===== config.mk =====
export PLATFORM = sky130hd
export DESIGN_NAME = restador_multiciclo
export DESIGN_NICKNAME = d
export VERILOG_FILES = /design/src/rtl/restador_multiciclo.sv
export SDC_FILE = /design/constraint.sdc
export NUM_CORES = 1
export LEC_CHECK = 0
export CAP_MARGIN = 20
export CELL_PAD_IN_SITES_DETAIL_PLACEMENT = 1
export CELL_PAD_IN_SITES_GLOBAL_PLACEMENT = 1
export CORE_MARGIN = 2
export CORE_UTILIZATION = 39
export CTS_BUF_LIST = sky130_fd_sc_hd__clkbuf_4
export CTS_CLUSTER_DIAMETER = 150
export DETAILED_ROUTE_END_ITERATION = 8
export GPL_ROUTABILITY_DRIVEN = 0
export PLACE_DENSITY_LB_ADDON = 0.1
export SYNTH_ARGS = -nofsm -noshare
export SYNTH_HDL_FRONTEND = slang
export SYNTH_SLANG_ARGS = --single-unit

===== constraint.sdc =====
create_clock -name clk -period 3.6 [get_ports clk]
set_input_delay 0.36 -clock clk [delete_from_list [all_inputs] [get_ports clk]]
set_output_delay 0.36 -clock clk [all_outputs]
set_load 0.01 [all_outputs]

===== src/rtl/restador_multiciclo.sv =====
`default_nettype none
// ============================================================================
// Module   : restador_multiciclo
// Purpose  : N-bit subtractor Q = A - B processed W bits per clock, LS chunk
//            first, with registered NZCV flags. Define RESTADOR_BORROW_EN to
//            add the bIn port (subtract-with-borrow).
// Revision : 1.0 - initial release
// ============================================================================
module restador_multiciclo #(
    parameter int N = 32,
    parameter int W = 8
) (
    input  logic         clk,
    input  logic         rst,
    input  logic         start,
    input  logic [N-1:0] A,
    input  logic [N-1:0] B,
`ifdef RESTADOR_BORROW_EN
    input  logic         bIn,
`endif
    output logic         busy,
    output logic         done,
    output logic [N-1:0] Q,
    output logic         negativo,
    output logic         zero,
    output logic         cOut,
    output logic         overflow
);

    localparam int c_K     = N / W;
    localparam int c_IDX_W = (c_K > 1) ? $clog2(c_K) : 1;
    localparam logic [c_IDX_W-1:0] c_LAST = c_IDX_W'(c_K - 1);

    localparam logic c_IDLE = 1'b0;
    localparam logic c_RUN  = 1'b1;

    generate
        if (N < 2 || W < 1 || W > N || (N % W) != 0) begin : g_param_check
            $error("restador_multiciclo: need N >= 2, 1 <= W <= N, N %% W == 0");
        end
    endgenerate

    logic               r_state;
    logic [N-1:0]       r_a;
    logic [N-1:0]       r_b;
    logic               r_a_msb;
    logic               r_b_msb;
    logic               r_borrow;
    logic [c_IDX_W-1:0] r_idx;
    logic [N-1:0]       r_work;

    logic               w_bin;
    logic [W:0]         w_diff;
    logic [N-1:0]       w_next_work;
    logic               w_last;

`ifdef RESTADOR_BORROW_EN
    assign w_bin = bIn;
`else
    assign w_bin = 1'b0;
`endif

    // Operands shift right each cycle, so the active chunk is always the low W bits.
    assign w_diff = {1'b0, r_a[W-1:0]} - {1'b0, r_b[W-1:0]} - {{W{1'b0}}, r_borrow};
    assign w_last = (r_idx == c_LAST);

    // Result chunks enter at the top and move down; after K cycles the word is aligned.
    generate
        if (W == N) begin : g_single_chunk
            assign w_next_work = w_diff[W-1:0];
        end else begin : g_multi_chunk
            assign w_next_work = {w_diff[W-1:0], r_work[N-1:W]};
        end
    endgenerate

    always_ff @(posedge clk or posedge rst) begin
        if (rst) begin
            r_state  <= c_IDLE;
            r_a      <= '0;
            r_b      <= '0;
            r_a_msb  <= 1'b0;
            r_b_msb  <= 1'b0;
            r_borrow <= 1'b0;
            r_idx    <= '0;
            r_work   <= '0;
            busy     <= 1'b0;
            done     <= 1'b0;
            Q        <= '0;
            negativo <= 1'b0;
            zero     <= 1'b0;
            cOut     <= 1'b0;
            overflow <= 1'b0;
        end else begin
            done <= 1'b0;
            if (r_state == c_IDLE) begin
                if (start) begin
                    r_a      <= A;
                    r_b      <= B;
                    r_a_msb  <= A[N-1];
                    r_b_msb  <= B[N-1];
                    r_borrow <= w_bin;
                    r_idx    <= '0;
                    r_work   <= '0;
                    busy     <= 1'b1;
                    r_state  <= c_RUN;
                end
            end else begin
                r_a      <= r_a >> W;
                r_b      <= r_b >> W;
                r_borrow <= w_diff[W];
                r_work   <= w_next_work;
                r_idx    <= r_idx + 1'b1;
                if (w_last) begin
                    Q        <= w_next_work;
                    negativo <= w_next_work[N-1];
                    zero     <= (w_next_work == '0);
                    cOut     <= ~w_diff[W];
                    overflow <= (r_a_msb != r_b_msb) && (w_next_work[N-1] != r_a_msb);
                    done     <= 1'b1;
                    busy     <= 1'b0;
                    r_state  <= c_IDLE;
                end
            end
        end
    end

endmodule
`default_nettype wire


==> metrics.yaml, run 1 <==
wirelength_um: 14700
drv_slew: 0
slowest_delay_ns: 0.51
fin_ws_ns: 0.706
ys_ff_latch: 131
cts_tree: "done"
start_util: 0.397
hold_class: "input pin to asynchronous set/reset pin"
cp.arrival_ns: 3.39
grt_max_degree: 124
p_comb_frac: 0.438
max_cap_viol_count: 0
finalCriticalPeriod_ns: 2.89
coreArea_um2: 15100
cts_hold_buf: 0
viasPerCell: 5.14
cp_max_fo: 3
p_sw_frac: 0.396
grt.total_usage: 0.190
post_drt_wl_per_cell_um: 17.6
final_common_cell: "dfrtp_1"
clk_pin_slew_ns: 0.12
cp-start-kind: "flip-flop"
crit_chain: "fa_1 > fa_1 > nor4_1 > nand4_1 > or4_1 > a2111oi_2 > a31o_1"
hpwl_um: 10400
grt_pass1_wl_um: 24100
die_w_um: 128
powerDensity_nw_per_um2: 836
vias: 4299
crit_required_ns: 4.09
slew_headroom: 0.292
layout_common_cells: "dfrtp_1 (130), clkdlybuf4s50_1 (103), mux2i_1 (67)"
fin_crit_sh: 0.804
power.net_switching_mw: 2.49
pwr-share-clk: 0.162
place_ws_ns: 0.758
drc: 0
dp.cells: 804
clockBufferDepth: 2
fp-row-count: 45
grt_busiest_layer: "met2"
grtUsageMet3: 0.0484
cts_sinks: 131
h-tree-depth: 4
syn_area_per_cell_um2: 11.2
rsz0062_at_grt: "no"
internal-power_mw: 3.80
grt_use_met1: 0.256
ys_warn_count: 0
crit_type: "flip-flop to flip-flop"
hold_viol: 0
clkLatencyLatePin_ns: 0.56
syn_nets: 621
cts_setup_buffers: 0
die_y_um: 128
ios: 105
fin_nets: 719
drive_above_1_share: 0.125
finish.utilization: 0.497
met2_usage: 0.296
ant_nets: 0
ys_seq_area_frac: 0.545
dieArea_um2: 16400
drtPass1Iterations: 4
cts_root_buffer: "clkbuf_4"
vdd_drop_max_mv: 0.285
grt_antenna_before_repair: 1
cp-end-kind: "flip-flop"
max_clock_freq_mhz: 346
drt-initial-drc-count: 196
cts_buffers: 17
outcome: "finished clean"
cp_slowest_cell: "fa_1"
skew_ns: 0.0190
layout.cells.non_filler: 837
netlist_instances: 537
p_leak_nw: 3.41
yosysUniqueCellTypes: 49
grt_overflow: 0
portBuffers: 104
syn_to_final_growth_pct: 25.1
cts_resized: 0
crit_path_frequent_cell: "fa_1"
fin_tns_setup_ns: 0
synth_area_um2: 6020
grt_pass1_vias: 4698
tightest_slew_ns: 1.06
pwr-share-seq: 0.400
finalSetupViolCount: 0
[worst max-delay path: cells and delay by family, from the launching register on]
| kind | cells | cell delay, ns |
|---|---|---|
| AO/OA/AOI/OAI | 2 | 0.54 |
| flip-flops | 1 | 0.42 |
| adder cells (fa/ha/maj) | 2 | 1.00 |
| AND/OR/NAND/NOR | 3 | 0.88 |
[worst paths after layout]
check	to	slack, ns	depth (start not counted)	startpoint
max in group asynchronous	r_state$_DFF_PP0_	2.88	3	rst
worst max register to register	zero$_DFFE_PP0P_	0.71	7	r_a[0]$_DFFE_PP0P_
min in group clk	r_work[22]$_DFFE_PP0P_	0.30	2	start
worst min-delay path	r_a[22]$_DFFE_PP0P_	0.30	3	rst
worst max-delay path	zero$_DFFE_PP0P_	0.71	7	r_a[0]$_DFFE_PP0P_
worst min register to register	overflow$_DFFE_PP0P_	0.49	2	overflow$_DFFE_PP0P_
[power by group through the flow]
| stage | clock network [mW] | registers [mW] | logic (mW) |
|---|---|---|---|
| global placement | 0 | 2.53 | 2.67 |
| finish | 1.02 | 2.52 | 2.76 |
| floorplan | 0 | 2.44 | 1.79 |
| CTS | 1.05 | 2.53 | 2.80 |
| global route | 1.11 | 2.61 | 3.07 |
| detailed placement | 0 | 2.56 | 2.78 |
[sequential cells by signal (all words and copies together), names as in the netlist]
| register | cells |
|---|---|
| Q | 31 |
| r_b | 32 |
| zero | 1 |
| overflow | 1 |
| done | 1 |
| r_state | 1 |
| negativo | 1 |
| busy | 1 |
| r_a | 32 |
| r_borrow | 1 |
| r_b_msb | 1 |
| cOut | 1 |
| r_a_msb | 1 |
| r_work | 24 |
| r_idx | 2 |
[Yosys cell counts, drive strengths merged]
library cell	n	share of area
nand4	2	0.0021
nand3	3	0.0025
o2111ai	1	0.0015
a311oi	1	0.0015
o211ai	1	0.0012
a21oi	2	0.0017
o21ai	66	0.055
o31a	1	0.0015
xor2	3	0.0044
a22o	9	0.013
or2b	2	0.0025
nor3b	3	0.0037
a31o	1	0.0015
ha	15	0.031
nand4b	1	0.0015
fa	2	0.0067
clkbuf	25	0.016
a21o	1	0.0012
mux2	32	0.060
a211o	1	0.0015
nor4	5	0.0073
or4	2	0.0025
nor2	24	0.015
nor3	3	0.0025
xnor2	2	0.0042
or3	1	0.0010
inv	25	0.016
or3b	2	0.0029
nor4b	1	0.0015
clkinv	1	0.00062
o31ai	1	0.0012
o22ai	1	0.0010
dfrtp	131	0.54
nand2	66	0.041
o21a	1	0.0012
buf	7	0.0050
or4b	2	0.0033
nand3b	3	0.0037
a2111oi	3	0.0064
and2	2	0.0021
nand2b	15	0.016
mux2i	67	0.11
[cells by family (layout without fill, tap and decap cells)]
logic type,Yosys count,after routing,share of synthesized area
compound gates,90,90,0.0896
xor+xnor,5,5,0.00853
fa+ha+maj,17,17,0.0379
buf+inv,58,169,0.0368
flops,131,131,0.545
mux,99,99,0.171
other cells,0,1,0
simple gates,137,137,0.111
[per-stage QoR]
step / power, mW / area, µm² / hold slack (ns)
6_report: 6.30 / 7530 / 0.298
5_1_grt: 6.79 / 7530 / 0.307
3_5_place_dp: 5.34 / 7240 / 0.469
3_3_place_gp: 5.20 / 7240 / 0.460
2_1_floorplan: 4.23 / 6020 / 0.449
4_1_cts: 6.38 / 7530 / 0.263
[per-layer routing]
| metal | wire (µm) | share of wire |
|---|---|---|
| met1 | 6990 | 0.48 |
| met2 | 6840 | 0.47 |
| met3 | 655 | 0.045 |
| met4 | 220 | 0.015 |
| met5 | 0 | 0 |
[cell type report]
cell class,instances,area (µm²)
inverter,26,101
antenna,1,2.50
fill,1641,7620
timing repair buffer,111,1100
multi-input combinational,348,2520
clock buffer,17,128
tap,188,235
sequential,131,3280
clock inverter,15,160
No activity file was read; power rests on OpenSTA's default activity.
==> run 2, diff against run 1 <==
Settings changed: CORE_UTILIZATION 39 to 43.
Clock period 3.6 ns to 2.77 ns, I/O delays scaled along.
==> run 2 against run 1 <==
Clock skew fell by 0.0026 ns. Core utilization rose by 6.1 points. Largest cell class unchanged. Critical path type unchanged. Die area fell by 9.0%.
==> metrics.yaml, run 2 (same netlist as run 1, synthesis figures left out) <==
outcome: "finished clean"  # unchanged
cp-start-kind: "flip-flop"  # unchanged
wirelength_um: 15200  # was 14700 µm
max_clock_freq_mhz: 367  # was 346 MHz
cp.arrival_ns: 3.23  # was 3.39 ns
hold_class: "input pin to asynchronous set/reset pin"  # unchanged
ios: 105  # unchanged
viasPerCell: 5.26  # was 5.14
drc: 0  # unchanged
dp.cells: 802  # was 804
drtPass1Iterations: 4  # unchanged
grt.total_usage: 0.218  # was 0.190
grt_overflow: 0  # unchanged
dieArea_um2: 15000  # was 16400 µm²
ant_nets: 0  # unchanged
vias: 4396  # was 4299
vdd_drop_max_mv: 0.410  # was 0.285 mV
fp-row-count: 43  # was 45
max_cap_viol_count: 0  # unchanged
r2r_slack_ns: 0.04  # was 0.71 ns
h-tree-depth: 4  # unchanged
finalSetupViolCount: 0  # unchanged
grt_pass1_vias: 4690  # was 4698
portBuffers: 104  # unchanged
start_util: 0.437  # was 0.397
p_leak_nw: 3.50  # was 3.41 nW
drt-initial-drc-count: 147  # was 196
rsz0062_at_grt: "yes"  # was no
die_w_um: 122  # was 128 µm
die_y_um: 122  # was 128 µm
slew_headroom: 0.473  # was 0.292
fin_ws_ns: 0.0450  # was 0.706 ns
grt_antenna_before_repair: 1  # unchanged
fin_nets: 725  # was 719
cts_sinks: 131  # unchanged
cts_setup_buffers: 0  # unchanged
coreArea_um2: 13800  # was 15100 µm²
grt_max_degree: 70  # was 124
drive_above_1_share: 0.136  # was 0.125
tightest_slew_ns: 0.787  # was 1.06 ns
cp-end-kind: "flip-flop"  # unchanged
clkLatencyLatePin_ns: 0.55  # was 0.56 ns
final_common_cell: "dfrtp_1"  # unchanged
layout.cells.non_filler: 835  # was 837
grt_pass1_wl_um: 24600  # was 24100 µm
fin_crit_sh: 0.984  # was 0.804
post_drt_wl_per_cell_um: 18.2  # was 17.6 µm
hold_viol: 0  # unchanged
finalCriticalPeriod_ns: 2.73  # was 2.89 ns
hold-worst-slack_ns: 0.176  # was 0.298 ns
powerDensity_nw_per_um2: 1140  # was 836 nW/µm²
cts_buffers: 17  # unchanged
fill_cells: 1505  # was 1641
crit_required_ns: 3.27  # was 4.09 ns
cts_tree: "done"  # unchanged
crit_type: "flip-flop to flip-flop"  # unchanged
cp_max_fo: 2  # was 3
drv_slew: 0  # unchanged
layout_common_cells: "dfrtp_1 (130), clkdlybuf4s50_1 (103), mux2i_1 (67)"  # unchanged
place_ws_ns: -0.0560  # was 0.758 ns
syn_to_final_growth_pct: 27.7  # was 25.1%
clockBufferDepth: 2  # unchanged
top_regs: "r_a: 32 flops, r_b: 32 flops, Q: 31 flops"  # unchanged
fin_tns_setup_ns: 0  # unchanged
cts_root_buffer: "clkbuf_4"  # unchanged
skew_ns: 0.0164  # was 0.0190 ns
finish.utilization: 0.558  # was 0.497
hpwl_um: 10900  # was 10400 µm
cts_hold_buf: 0  # unchanged
clk_pin_slew_ns: 0.12  # about the same
[run 2: final timing paths]
check                               startpoint                     end  cells after the start
min in group clk                         start  r_work[16]$_DFFE_PP0P_                      2
hold reg to reg            r_a[10]$_DFFE_PP0P_      r_a[2]$_DFFE_PP0P_                      2
setup reg to reg            r_a[0]$_DFFE_PP0P_        zero$_DFFE_PP0P_                      7
hold / removal                             rst  r_work[19]$_DFFE_PP0P_                      2
setup / recovery            r_a[0]$_DFFE_PP0P_        zero$_DFFE_PP0P_                      7
max in group asynchronous                  rst       Q[23]$_DFFE_PP0P_                      3
[run 2: metrics by stage]
step	total power, mW	instance area [µm²]
2_1_floorplan	5.49	6020
3_3_place_gp	6.92	7300
3_5_place_dp	7.13	7300
4_1_cts	8.73	7650
5_1_grt	9.36	7680
6_report	8.72	7680
[run 2: cell type report]
type / instances / area (µm²) / share of cell area
tap: 180 / 225 / 0.0293
inverter: 26 / 101 / 0.0132
antenna: 1 / 2.50 / 0.000326
clock buffer: 18 / 135 / 0.0176
clock inverter: 14 / 209 / 0.0272
sequential: 131 / 3280 / 0.427
timing repair buffer: 117 / 1170 / 0.153
multi-input combinational: 348 / 2550 / 0.332
[run 2: power by group]
part           internal, mW  switching (mW)
Clock                 0.812           0.727
Combinational          1.90            2.00
Sequential             2.66           0.618
[run 2: routing by layer]
| layer | wire length [µm] | vias up | part of all wire | global-route usage |
|---|---|---|---|---|
| met5 | 0 | - | 0 | 0 |
| met4 | 232 | 0 | 0.015 | 0.0690 |
| met3 | 633 | 19 | 0.042 | 0.0572 |
| met2 | 7260 | 87 | 0.48 | 0.347 |
| met1 | 7070 | 2225 | 0.47 | 0.293 |
| li1 | - | 2065 | - | - |
[run 2: repair_timing]
action,CTS,global route
endpoints found under the hold margin,0,0
endpoints found under the setup margin,3,2
resized for setup,3,3
[run 2: worst max-delay path, stage by stage, from the launching register on]
cell	delay (ns)
dfrtp_1	0.43
fa_2	0.42
fa_2	0.48
nor4_4	0.24
nand4_1	0.12
or4_4	0.44
a2111oi_2	0.36
a31o_1	0.19
